[src/rtl/onehot_decode_164_pkg.sv]
// onehot_decode_164_pkg: default widths, occupancy states and the entry type shared by the decoder files
package onehot_decode_164_pkg;
  localparam int DEF_IDX_W = 4;
  localparam int DEF_OUT_W = 16;
  typedef enum logic [1:0] {EMPTY, ONE, TWO} occ_e;
  typedef struct packed {
    logic [DEF_OUT_W-1:0] onehot;
    logic err;
  } entry_t;
endpackage

[src/rtl/onehot_decode_164_if.sv]
// onehot_decode_164_if: in_* upstream handshake, out_* downstream handshake, seen_mask/clr_seen sticky mask; slave = decoder side
interface onehot_decode_164_if
  import onehot_decode_164_pkg::*;
#(
  parameter int IDX_W = DEF_IDX_W,
  parameter int OUT_W = DEF_OUT_W
);
  logic in_valid, in_ready, in_any;
  logic [IDX_W-1:0] in_idx;
  logic out_valid, out_ready, out_err;
  logic [OUT_W-1:0] out_onehot, seen_mask;
  logic clr_seen;
  modport master (
    output in_valid, in_idx, in_any, out_ready, clr_seen,
    input in_ready, out_valid, out_onehot, out_err, seen_mask
  );
  modport slave (
    input in_valid, in_idx, in_any, out_ready, clr_seen,
    output in_ready, out_valid, out_onehot, out_err, seen_mask
  );
endinterface

[src/rtl/onehot_decode_164_comb.sv]
// onehot_decode_comb: combinational {any_i, idx_i} -> {onehot_o, err_o}; range check done one bit wider than idx_i
module onehot_decode_comb
  import onehot_decode_164_pkg::*;
#(
  parameter int IDX_W = DEF_IDX_W,
  parameter int OUT_W = DEF_OUT_W
) (
  input  logic             any_i,
  input  logic [IDX_W-1:0] idx_i,
  output logic [OUT_W-1:0] onehot_o,
  output logic             err_o
);
  logic oor;
  assign oor = {1'b0, idx_i} >= (IDX_W+1)'(OUT_W);
  assign err_o = any_i & oor;
  assign onehot_o = (any_i & ~oor) ? OUT_W'(1) << idx_i : '0;
endmodule

[src/rtl/onehot_decode_164.sv]
// onehot_decode_164: index-to-one-hot decoder with 2-entry skid, sticky seen mask; ports clk, rst_n (async low), bus (slave modport)
module onehot_decode_164
  import onehot_decode_164_pkg::*;
#(
  parameter int IDX_W = DEF_IDX_W,
  parameter int OUT_W = DEF_OUT_W
) (
  input  logic                 clk,
  input  logic                 rst_n,
  onehot_decode_164_if.slave   bus
);
  if (OUT_W > 2**IDX_W) begin : g_bad_width
    $error("OUT_W must not exceed 2**IDX_W");
  end
  typedef struct packed {
    logic [OUT_W-1:0] onehot;
    logic err;
  } ent_t;
  occ_e state_q, state_d;
  ent_t out_q, out_d, skid_q, skid_d, dec;
  logic [OUT_W-1:0] seen_q, seen_d, dec_oh;
  logic dec_err, in_ready_q, acc, xfer;
  onehot_decode_comb #(.IDX_W(IDX_W), .OUT_W(OUT_W)) u_dec (
    .any_i(bus.in_any),
    .idx_i(bus.in_idx),
    .onehot_o(dec_oh),
    .err_o(dec_err)
  );
  assign dec = '{onehot: dec_oh, err: dec_err};
  assign acc = bus.in_valid & in_ready_q;
  assign xfer = bus.out_ready & (state_q != EMPTY);
  always_comb begin
    state_d = state_q;
    out_d = out_q;
    skid_d = skid_q;
    seen_d = bus.clr_seen ? (acc ? dec.onehot : '0) : (acc ? seen_q | dec.onehot : seen_q);
    case (state_q)
      EMPTY: if (acc) begin
        state_d = ONE;
        out_d = dec;
      end
      ONE: if (acc && xfer) out_d = dec;
      else if (acc) begin
        state_d = TWO;
        skid_d = dec;
      end
      else if (xfer) state_d = EMPTY;
      TWO: if (xfer) begin
        state_d = ONE;
        out_d = skid_q;
      end
      default: state_d = EMPTY;
    endcase
  end
  always_ff @(posedge clk or negedge rst_n) begin
    if (!rst_n) begin
      state_q <= EMPTY;
      out_q <= '0;
      skid_q <= '0;
      seen_q <= '0;
      in_ready_q <= 1'b1;
    end else begin
      state_q <= state_d;
      out_q <= out_d;
      skid_q <= skid_d;
      seen_q <= seen_d;
      in_ready_q <= state_d != TWO;
    end
  end
  assign bus.in_ready = in_ready_q;
  assign bus.out_valid = state_q != EMPTY;
  assign bus.out_onehot = out_q.onehot;
  assign bus.out_err = out_q.err;
  assign bus.seen_mask = seen_q;
endmodule
[src/flat_wrapper.sv]
// flat-port wrapper written by rule: the top's interface ports become plain ports
module onehot_decode_164_flat import onehot_decode_164_pkg::*;
#(
  parameter int IDX_W = DEF_IDX_W,
  parameter int OUT_W = DEF_OUT_W
)
  (clk, rst_n, bus_in_valid, bus_in_idx, bus_in_any, bus_out_ready, bus_clr_seen, bus_in_ready, bus_out_valid, bus_out_onehot, bus_out_err, bus_seen_mask);
  onehot_decode_164_if #(.IDX_W(IDX_W), .OUT_W(OUT_W)) bus_i ();
  input  logic clk;
  input  logic rst_n;
  input wire logic [$bits(bus_i.in_valid)-1:0] bus_in_valid;
  input wire logic [$bits(bus_i.in_idx)-1:0] bus_in_idx;
  input wire logic [$bits(bus_i.in_any)-1:0] bus_in_any;
  input wire logic [$bits(bus_i.out_ready)-1:0] bus_out_ready;
  input wire logic [$bits(bus_i.clr_seen)-1:0] bus_clr_seen;
  output wire logic [$bits(bus_i.in_ready)-1:0] bus_in_ready;
  output wire logic [$bits(bus_i.out_valid)-1:0] bus_out_valid;
  output wire logic [$bits(bus_i.out_onehot)-1:0] bus_out_onehot;
  output wire logic [$bits(bus_i.out_err)-1:0] bus_out_err;
  output wire logic [$bits(bus_i.seen_mask)-1:0] bus_seen_mask;
  assign bus_i.in_valid = bus_in_valid;
  assign bus_i.in_idx = bus_in_idx;
  assign bus_i.in_any = bus_in_any;
  assign bus_i.out_ready = bus_out_ready;
  assign bus_i.clr_seen = bus_clr_seen;
  assign bus_in_ready = bus_i.in_ready;
  assign bus_out_valid = bus_i.out_valid;
  assign bus_out_onehot = bus_i.out_onehot;
  assign bus_out_err = bus_i.out_err;
  assign bus_seen_mask = bus_i.seen_mask;
  onehot_decode_164 #(.IDX_W(IDX_W), .OUT_W(OUT_W)) u_core (.clk(clk), .rst_n(rst_n), .bus(bus_i));
endmodule
[config.mk]
export PLATFORM = sky130hd
export DESIGN_NAME = onehot_decode_164_flat
export DESIGN_NICKNAME = d
export VERILOG_FILES = /design/src/rtl/onehot_decode_164_pkg.sv /design/src/rtl/onehot_decode_164_if.sv /design/src/rtl/onehot_decode_164_comb.sv /design/src/rtl/onehot_decode_164.sv /design/src/flat_wrapper.sv
export SDC_FILE = /design/constraint.sdc
export NUM_CORES = 1
export LEC_CHECK = 0
export BUFFER_PORTS_ARGS = -buffer_cell sky130_fd_sc_hd__buf_2
export CORE_UTILIZATION = 30
export CTS_CLUSTER_SIZE = 40
export DETAILED_ROUTE_END_ITERATION = 6
export GPL_TIMING_DRIVEN = 0
export RECOVER_POWER = 50
export SYNTH_ARGS = -nofsm -noshare
export SYNTH_HDL_FRONTEND = slang
export SYNTH_SLANG_ARGS = --single-unit
[constraint.sdc]
create_clock -name clk -period 2.3 [get_ports clk]
set_input_delay 0.46 -clock clk [delete_from_list [all_inputs] [get_ports clk]]
set_output_delay 0.46 -clock clk [all_outputs]
set_load 0.01 [all_outputs]
==> summary.md, run 1 <==
| Metric | Value |
|---|---|
| GPL Wtd Cong | 0.740 |
| Worst Skew | 0.0132 ns |
| CTS H-tree lvls | 2 |
| Crit end category | primary output |
| CTS resizes | 0 |
| Syn_nets | 221 |
| Max_cap viols | 0 |
| Drt pass-1 iters | 4 |
| Rows | 32 |
| Primary FF master, synth | dfrtp_1 |
| Final Hold Fails | 0 |
| Later-pin clock latency in the skew report | 0.31 ns |
| Drt wl/cell | 15.5 µm |
| Met3 GRT Util | 3.25% |
| Via Count | 1728 |
| Die width | 93.2 µm |
| Core area | 0.00789 mm² |
| Syn Std Cell Area | 0.00249 mm² |
| Flip-flop and latch count after synthesis | 51 |
| GR Layer Usage met1 | 20.3% |
| Drc violations | 0 |
| Synth area leader | dfrtp_1 |
| CTS Buffer Depth | 2 |
| Critical path's largest stage delay | 0.44 ns |
| Post-synth top area share | 50.2% |
| Top-count cell post-synth | dfrtp_1 |
| DRT iter0 DRCs | 67 |
| Met2 usage | 20.6% |
| Seq/Total Area, Yosys | 51.3% |
| PortBufs | 42 |
| Top Ports | 45 |
| Cell variety after synth | 33 |
| Final period utilization | 91.4% |
| Antenna violations before repair | 0 |
| Commonest cells in the netlist | 50 x dfrtp_1, 22 x mux2_2, 21 x nand3b_1, 17 x inv_1 |
| Dpl cell area | 0.00283 mm² |
| Final nets | 270 |
| Synth top area cells | dfrtp_1 50%, mux2_2 9.9%, nand3b_1 6.3% |
| Worst EP required | 1.84 ns |
| Final setup fails | 0 |
| Synth-to-layout area growth | 17.1% |
| Worst Tran Pin Value | 1.27 ns |
| Hold Path Class | input pin to register |
| WHS Path Cells | 2 |
| Slowest-stage cell, CP | dfrtp_1 |
| Fmax | 476 MHz |
| Die area | 0.00868 mm² |
| Global route hottest layer | met2 |
| Slew headroom | 15.0% |
| Ratio of cells with drive above 1 in the final layout | 37.9% |
| Post-layout instance area | 0.00292 mm² |
| Crit start category | register |
| Largest net degree at the start of global routing | 52 |
| Overall power | 2.21 mW |
| Reg2reg setup slack | 0.28 ns |
| Hold-critical path endpoint | u_core.bus.in_ready |
| Final ANT Viol Nets | 0 |
| Sink Count | 51 |
| CTS root buffer | clkbuf_8 |
| Setup Buffers After CTS | 0 |
| CTS tree | done |
| Post-Route WL | 5.61 mm |
| Power Dens Cells | 756 mW/mm² |
| Status | completed |
| Mapped Avg Cell Area | 11.8 µm² |
| Critical path type | register to primary output |
| Post-synthesis cell count | 211 |
| Max rail drop VDD | 0.269 mV |
| Worst R2R End | u_core.bus.out_onehot[3] |
| Hold_sp | bus_out_ready |
| RR Startpoint | u_core.bus.in_ready |
| Total GRT Usage | 13.9% |
| HPWL Detailed | 3.88 mm |
| Final Critical Period | 2.10 ns |
| Worst R2R Path Depth | 4 |
| Final core occ | 37.0% |
| Crit path top cell by count | buf_2 |
| Crit path max fanout | 10 |
| Post-synth EDFFs | 0 |
| Post-route setup TNS | 0 ns |
| Die height | 93.2 µm |
| Slew Limit Fails | 0 |
| Grt ovf | 0 |
| Starting Density | 31.6% |
| Asr flop ratio synth | 100% |
| CTS buffer count | 5 |
| RSZ-0062 raised after global routing | no |
| Number of diodes | 0 |
| Hold buffer count at CTS | 0 |
| Pleak | 1.37 nW |
| Critical Path AT | 1.64 ns |
| Clock transition at path regs | 0.08 ns |
| Cell chain of the critical path | clkbuf_1, buf_2, or2_2, buf_2 |
| First-pass GRT wire length | 9.23 mm |
| Vias per cell | 4.76 |
| Synth Warn # | 0 |
| Vias in the first global route | 1714 |
==> sequential cells by signal, summed over array words and instances, names as in the netlist <==
| register | cells |
|---|---|
| u_core.bus.in_ready | 1 |
| u_core.bus.out_onehot | 16 |
| u_core.bus.seen_mask | 16 |
| u_core.skid_q | 16 |
| u_core.state_q | 2 |
==> cells in the final DEF (no fill, tap or decap), types with 2 or more instances in the layout <==
master / instances
nor2_1: 16
buf_4: 4
mux2_2: 22
dfrtp_1: 50
o31ai_2: 3
clkbuf_1: 10
nand2_1: 2
buf_2: 41
o22ai_1: 16
mux2_4: 10
o31ai_1: 13
nand2b_1: 4
clkbuf_2: 2
nand3b_1: 21
nand3_1: 2
inv_1: 17
or2_2: 4
or3b_1: 2
clkbuf_8: 6
==> worst max path at each step <==
stage / start / to / slack (ns) / cells after the start
global placement: bus_out_ready / u_core.bus.out_onehot[0] / 0.43 / 5
global route: u_core.state_q[0] / bus_out_valid / 0.12 / 4
detailed placement: bus_out_ready / u_core.bus.out_onehot[7] / 0.40 / 5
finish: u_core.state_q[0] / bus_out_valid / 0.20 / 4
floorplan: u_core.bus.in_ready / u_core.bus.out_onehot[0] / 0.63 / 4
CTS: u_core.state_q[0] / bus_out_valid / 0.17 / 4
==> critical path, delay by kind of cell (launching register included) <==
| family | cells | cell delay, ns |
|---|---|---|
| simple gates | 1 | 0.31 |
| flops | 1 | 0.44 |
| buf+inv | 3 | 0.59 |
==> routing by layer <==
| metal | up-vias | part of all wire [%] |
|---|---|---|
| met5 | - | 0 |
| met4 | 0 | 0.46 |
| met3 | 2 | 4.3 |
| met2 | 48 | 44 |
| met1 | 844 | 51 |
| li1 | 834 | - |
==> layout make-up <==
cell class | count | area [µm²]
inverter | 17 | 63.8
buffer | 17 | 108
timing repair buffer | 42 | 206
clock buffer | 6 | 82.6
tap | 102 | 128
fill | 799 | 4970
clock inverter | 2 | 16.3
multi-input combinational | 126 | 1040
sequential | 51 | 1280
==> logic make-up after synthesis <==
kind of cell | count (synthesis) | share of synthesized area [%]
AOI/OAI and AO/OA | 35 | 10.8
muxes | 32 | 16.0
other | 1 | 0.150
xor gates and xnor gates | 1 | 0.351
DFF | 51 | 51.3
and+or+nand+nor | 57 | 14.6
buffers and inverters | 34 | 6.88
==> through the flow <==
step	setup slack [ns]	hold slack, ns	std cells
6_report	0.198	0.412	363
3_3_place_gp	0.427	0.490	355
4_1_cts	0.172	0.403	363
5_1_grt	0.116	0.422	363
2_1_floorplan	0.631	0.164	211
3_5_place_dp	0.402	0.494	355
==> where the power goes <==
group / switching [mW] / internal (mW)
logic: 0.332 / 0.287
registers: 0.0515 / 0.979
clock network: 0.311 / 0.246
No activity file was read; power rests on OpenSTA's default activity.
==> run 2, diff against run 1 <==
CORE_UTILIZATION = 45   (was 30)
PLACE_DENSITY = 0.67   (was default)
==> run 2 against run 1 <==
Compared with the run above:
- worst setup slack improved by 0.014 ns
- global-route usage increased by 5.0 points
- sequential cell count unchanged
- total power shrank 3.5%
==> summary.md, run 2 (synthesized netlist as in run 1, its figures left out) <==
| Metric | Value |
|---|---|
| Status | completed |
| Slew headroom | 16.8% (+1.8 points) |
| Total GRT Usage | 18.8% (+5.0 points) |
| Fmax | 479 MHz (+0.65%) |
| Reg2reg setup slack | 0.36 ns (+0.08 ns) |
| Crit end category | primary output |
| Later-pin clock latency in the skew report | 0.30 ns (about the same) |
| HPWL Detailed | 3.66 mm (-5.6%) |
| Final Critical Period | 2.09 ns (-0.0137 ns) |
| Via Count | 1708 (-1.2%) |
| RR Startpoint | u_core.bus.in_ready |
| Pre-CTS setup slack | 0.428 ns (+0.0263 ns) |
| Pleak | 1.35 nW (-1.0%) |
| Number of diodes | 0 (unchanged) |
| Synth-to-layout area growth | 14.7% |
| Slew Limit Fails | 0 (unchanged) |
| Hold buffer count at CTS | 0 (unchanged) |
| Final period utilization | 90.8% (-0.59 points) |
| Final nets | 270 (unchanged) |
| Hold-critical path endpoint | u_core.bus.in_ready |
| DRT iter0 DRCs | 89 (+33%) |
| Die height | 76.4 µm (-18%) |
| PortBufs | 42 (unchanged) |
| Crit start category | register |
| Drc violations | 0 (unchanged) |
| Max rail drop VDD | 0.344 mV (+28%) |
| RSZ-0062 raised after global routing | no |
| Setup Buffers After CTS | 0 (unchanged) |
| Worst Skew | 0.00309 ns (-0.0101 ns) |
| GPL Wtd Cong | 0.798 (+7.8%) |
| Final Hold Fails | 0 (unchanged) |
| Most common cell after layout, fill and taps aside | dfrtp_1 |
| Area of the multi-input gates | 0.00104 mm² (unchanged) |
| Antenna violations before repair | 0 (unchanged) |
| Starting Density | 47.9% (+16 points) |
| Critical path type | register to primary output |
| Vias per cell | 5.16 (+8.4%) |
| CTS resizes | 0 (unchanged) |
| CTS H-tree lvls | 2 (unchanged) |
| Crit path max fanout | 10 (unchanged) |
| Final core occ | 54.9% (+18 points) |
| Crit path top cell by count | buf_2 |
| Die area | 0.00584 mm² (-33%) |
| Sink Count | 51 (unchanged) |
| Grt ovf | 0 (unchanged) |
| Worst Tran Pin Value | 1.25 ns (-0.0268 ns) |
| Fillers | 497 (-38%) |
| First-pass GRT wire length | 8.63 mm (-6.5%) |
| Critical path's largest stage delay | 0.42 ns (-0.02 ns) |
| Max_cap viols | 0 (unchanged) |
| WHS Path Cells | 2 (unchanged) |
| Cell chain of the critical path | clkbuf_1, buf_2, or2_2, buf_2 |
| Register area | 0.00128 mm² (unchanged) |
| Core area | 0.00520 mm² (-34%) |
| CTS root buffer | clkbuf_8 |
| Die width | 76.4 µm (-18%) |
| Top Ports | 45 (unchanged) |
| Post-Route WL | 5.07 mm (-9.6%) |
| CTS tree | done |
| Slowest-stage cell, CP | dfrtp_1 |
| Post-route setup TNS | 0 ns (unchanged) |
| CTS Buffer Depth | 2 (unchanged) |
| Hold Path Class | input pin to register |
| Largest net degree at the start of global routing | 52 (unchanged) |
| Drt wl/cell | 15.3 µm (-0.88%) |
| Worst R2R End | u_core.bus.out_onehot[5] |
| Ratio of cells with drive above 1 in the final layout | 36.4% (-1.5 points) |
| Critical Path AT | 1.63 ns (about the same) |
| Clock transition at path regs | 0.08 ns (about the same) |
| Drt pass-1 iters | 4 (unchanged) |
| Worst EP required | 1.84 ns (about the same) |
| Vias in the first global route | 1655 (-3.4%) |
| Worst R2R Path Depth | 4 (unchanged) |
| Final setup fails | 0 (unchanged) |
| Final ANT Viol Nets | 0 (unchanged) |
| Hold_sp | bus_out_ready |
| CTS buffer count | 5 (unchanged) |
| Rows | 26 (-19%) |
| Setup ws final | 0.212 ns (+0.0137 ns) |
| Setup crit start | u_core.state_q[0] |
| Most frequent cells in the layout | 50 x dfrtp_1, 39 x buf_2, 22 x mux2_2 |
| Power Dens Cells | 745 mW/mm² (-1.5%) |
## run 2: cell count changes in the layout (fill, tap and decap cells not counted)
cell        delta
clkbuf_1       +4
buf_2          -2
clkbuf_8       -1
clkinv_4       -1
clkinvlp_4     -1
clkinv_2       +1
## run 2: critical path: cells and delay by family, from the launching register on
kind / cells / cell delay (ns)
DFF: 1 / 0.42
and+or+nand+nor: 1 / 0.32
buffers and inverters: 3 / 0.58
## run 2: worst max-delay path by stage
stage | cells past startpoint | endpoint | slack [ns]
after floorplan | 4 | u_core.bus.out_onehot[0] | 0.63
after global placement | 5 | u_core.skid_q[13] | 0.45
after detailed placement | 5 | u_core.skid_q[13] | 0.43
after CTS | 4 | bus_out_valid | 0.20
after global routing | 4 | bus_out_valid | 0.16
final | 4 | bus_out_valid | 0.21
## run 2: cell type report
class                      count  area share (%)
clock buffer                   7            2.67
buffer                        17            3.77
tap                           70            3.06
inverter                      17            2.23
timing repair buffer          42            7.14
clock inverter                 1           0.175
multi-input combinational    126            36.3
sequential                    51            44.7
## run 2: metal layers
layer  vias up  GRT usage, %  part of all wire, %
li1        841             -                    -
met4         0          3.65                 0.83
met1       821          26.6                   49
met3         6          3.83                  4.3
met2        40          30.1                   46
met5         -             0                    0
## run 2: stage by stage
step                power, mW  cell area, µm²  cells  hold WS [ns]
floorplan                1.49            2490    211         0.164
detailed placement       1.67            2790    323         0.487
CTS                      2.17            2870    331         0.391
global placement         1.66            2790    323         0.490
finish                   2.13            2860    331         0.409
global route             2.25            2860    331         0.410
## run 2: power breakdown
group          switching, mW  leakage (nW)  internal (mW)
sequential            0.0466         0.700          0.978
combinational          0.328         0.612          0.286
clock                  0.276        0.0422          0.214
==> run 3, diff against run 2 <==
--- a/constraint.sdc
+++ b/constraint.sdc
@@ -3,2 +3,2 @@
 set_output_delay 0.46 -clock clk [all_outputs]
-set_load 0.01 [all_outputs]
+set_load 0.02 [all_outputs]
==> run 3 against run 2 <==
Compared with the run above:
- first-iteration DRC count unchanged
- utilization about the same
- design area about the same
- register-to-register slack about the same
- non-clock buffer count unchanged
- clock-buffer cell count unchanged
- critical path type unchanged
- critical endpoint unchanged
- largest power group unchanged
==> summary.md, run 3 (synthesized netlist as in run 1, its figures left out) <==
| Metric | Value |
|---|---|
| Status | completed |
| Final Critical Period | 2.11 ns (+0.0202 ns) |
| Hold WS | 0.409 ns (unchanged) |
| Post-layout instance area | 0.00286 mm² (about the same) |
| CTS H-tree lvls | 2 (unchanged) |
| Overall power | 2.17 mW (+1.8%) |
| Post-route setup TNS | 0 ns (unchanged) |
| Die height | 76.4 µm (unchanged) |
| Crit path max fanout | 10 (unchanged) |
| Top Ports | 45 (unchanged) |
| Via Count | 1708 (unchanged) |
| Antenna violations before repair | 0 (unchanged) |
| Cell family with most CP delay | buffers and inverters |
| Met3 GRT Util | 3.83% (unchanged) |
| Clock transition at path regs | 0.08 ns (about the same) |
| Final Non-Filler Cells | 331 (unchanged) |
| Post-Route WL | 5.07 mm (about the same) |
| Area of the multi-input gates | 0.00104 mm² (unchanged) |
| Critical path type | register to primary output |
| Later-pin clock latency in the skew report | 0.30 ns (about the same) |
| Setup ws final | 0.192 ns (-0.0202 ns) |
| Rows | 26 (unchanged) |
| Worst Tran Pin Value | 1.25 ns (unchanged) |
| Global route hottest layer | met2 |
| Crit end category | primary output |
| Slowest-stage cell, CP | dfrtp_1 |
| Worst EP required | 1.84 ns (about the same) |
| CTS root buffer | clkbuf_8 |
| Switching Fraction | 31.7% (+1.2 points) |
| Final period utilization | 91.7% (+0.88 points) |
| DRT iter0 DRCs | 89 (unchanged) |
| Sink Count | 51 (unchanged) |
| Setup crit start | u_core.state_q[0] |
| Most frequent cells in the layout | 50 x dfrtp_1, 41 x buf_2, 22 x mux2_2 |
| Ratio of cells with drive above 1 in the final layout | 37.2% (+0.77 points) |
| Worst Skew | 0.00309 ns (unchanged) |
| Clk pwr share | 22.6% (-0.4 points) |
| HPWL Detailed | 3.66 mm (unchanged) |
| Drt pass-1 iters | 4 (unchanged) |
| Crit start category | register |
| Psw | 687 µW (+5.7%) |
| Critical Path Stages | 4 (unchanged) |
| Grt ovf | 0 (unchanged) |
| Met2 usage | 30.1% (unchanged) |
| Setup crit end | bus_out_valid |
| Hold buffer count at CTS | 0 (unchanged) |
| Fmax | 474 MHz (-0.96%) |
| Pint | 1.48 mW (about the same) |
| Final Hold Fails | 0 (unchanged) |
| Setup Buffers After CTS | 0 (unchanged) |
| Cell chain of the critical path | clkbuf_1, buf_2, or2_2, buf_2 |
| Max_cap viols | 0 (unchanged) |
| CTS resizes | 0 (unchanged) |
| Final core occ | 55.0% (about the same) |
| Drc violations | 0 (unchanged) |
| Worst R2R End | u_core.bus.out_onehot[5] |
| Register area | 0.00128 mm² (unchanged) |
| Drt wl/cell | 15.3 µm (about the same) |
| Pre-CTS setup slack | 0.428 ns (unchanged) |
| Synth-to-layout area growth | 14.8% (about the same) |
| Critical Path AT | 1.65 ns (+0.02 ns) |
| CTS buffer count | 5 (unchanged) |
| RSZ-0062 raised after global routing | no |
| GPL Wtd Cong | 0.798 (unchanged) |
| Fillers | 498 (+0.20%) |
| WP buf/inv | 3 (unchanged) |
| Most common cell after layout, fill and taps aside | dfrtp_1 |
| CTS tree | done |
| Reg2reg setup slack | 0.36 ns (about the same) |
| Final setup fails | 0 (unchanged) |
| Worst R2R Path Depth | 4 (unchanged) |
| Vias in the first global route | 1655 (unchanged) |
| Hold Path Class | input pin to register |
| Final nets | 270 (unchanged) |
| CTS Buffer Depth | 2 (unchanged) |
| Power Dens Cells | 758 mW/mm² (+1.7%) |
| Number of diodes | 0 (unchanged) |
| Largest net degree at the start of global routing | 52 (unchanged) |
| Sequential Power Share | 47.3% (-0.9 points) |
| WHS Path Cells | 2 (unchanged) |
| Pleak | 1.36 nW (+0.64%) |
| Core area | 0.00520 mm² (unchanged) |
| GR Layer Usage met1 | 26.6% (unchanged) |
| Dpl cell area | 0.00279 mm² (unchanged) |
| Gate power share | 30.1% (+1.3 points) |
| Starting Density | 47.9% (unchanged) |
| Vias per cell | 5.16 (unchanged) |
| Final ANT Viol Nets | 0 (unchanged) |
| Crit path top cell by count | buf_2 |
| Placed insts | 323 (unchanged) |
| Slew headroom | 16.8% (unchanged) |
| Max rail drop VDD | 0.345 mV (+0.18%) |
| Die area | 0.00584 mm² (unchanged) |
| Total GRT Usage | 18.8% (unchanged) |
| Critical path's largest stage delay | 0.42 ns (about the same) |
| Slew Limit Fails | 0 (unchanged) |
| RR Startpoint | u_core.bus.in_ready |
| Hold_sp | bus_out_ready |
| Die width | 76.4 µm (unchanged) |
| First-pass GRT wire length | 8.63 mm (unchanged) |
| PortBufs | 42 (unchanged) |
-- run 3: power by group through the flow --
stage	clock network [mW]	logic, mW	registers (mW)
after floorplan	0	0.438	1.09
after global placement	0	0.653	1.04
after detailed placement	0	0.661	1.05
after CTS	0.512	0.662	1.03
after global routing	0.552	0.698	1.04
final	0.490	0.652	1.02
-- run 3: metal layers --
| metal | part of all wire (%) | wire (µm) | vias to the layer above |
|---|---|---|---|
| li1 | - | - | 841 |
| met1 | 49 | 2470 | 821 |
| met2 | 46 | 2340 | 40 |
| met3 | 4.3 | 218 | 6 |
| met4 | 0.83 | 42 | 0 |
| met5 | 0 | 0 | - |
-- run 3: worst min-delay path by stage --
stage | to
after detailed placement | u_core.bus.out_onehot[0]
after CTS | u_core.bus.in_ready
final | u_core.bus.in_ready
after floorplan | u_core.bus.out_onehot[0]
after global routing | u_core.bus.in_ready
after global placement | u_core.skid_q[15]
-- run 3: worst reg2reg max path, cell delays in order, from the launching register on --
cell and delay [ns]:
dfstp_1 0.56, nand2_1 0.23, o31ai_4 0.51, buf_12 0.22, mux2_4 0.32
-- run 3: final cells by class --
cell class                      count  area share [%]
Tap cell                           70            3.06
Timing Repair Buffer               42            7.22
Sequential cell                    51            44.7
Clock inverter                      1           0.175
Clock buffer                        7            2.67
Buffer                             17            3.76
Inverter                           17            2.23
Multi-Input combinational cell    126            36.2
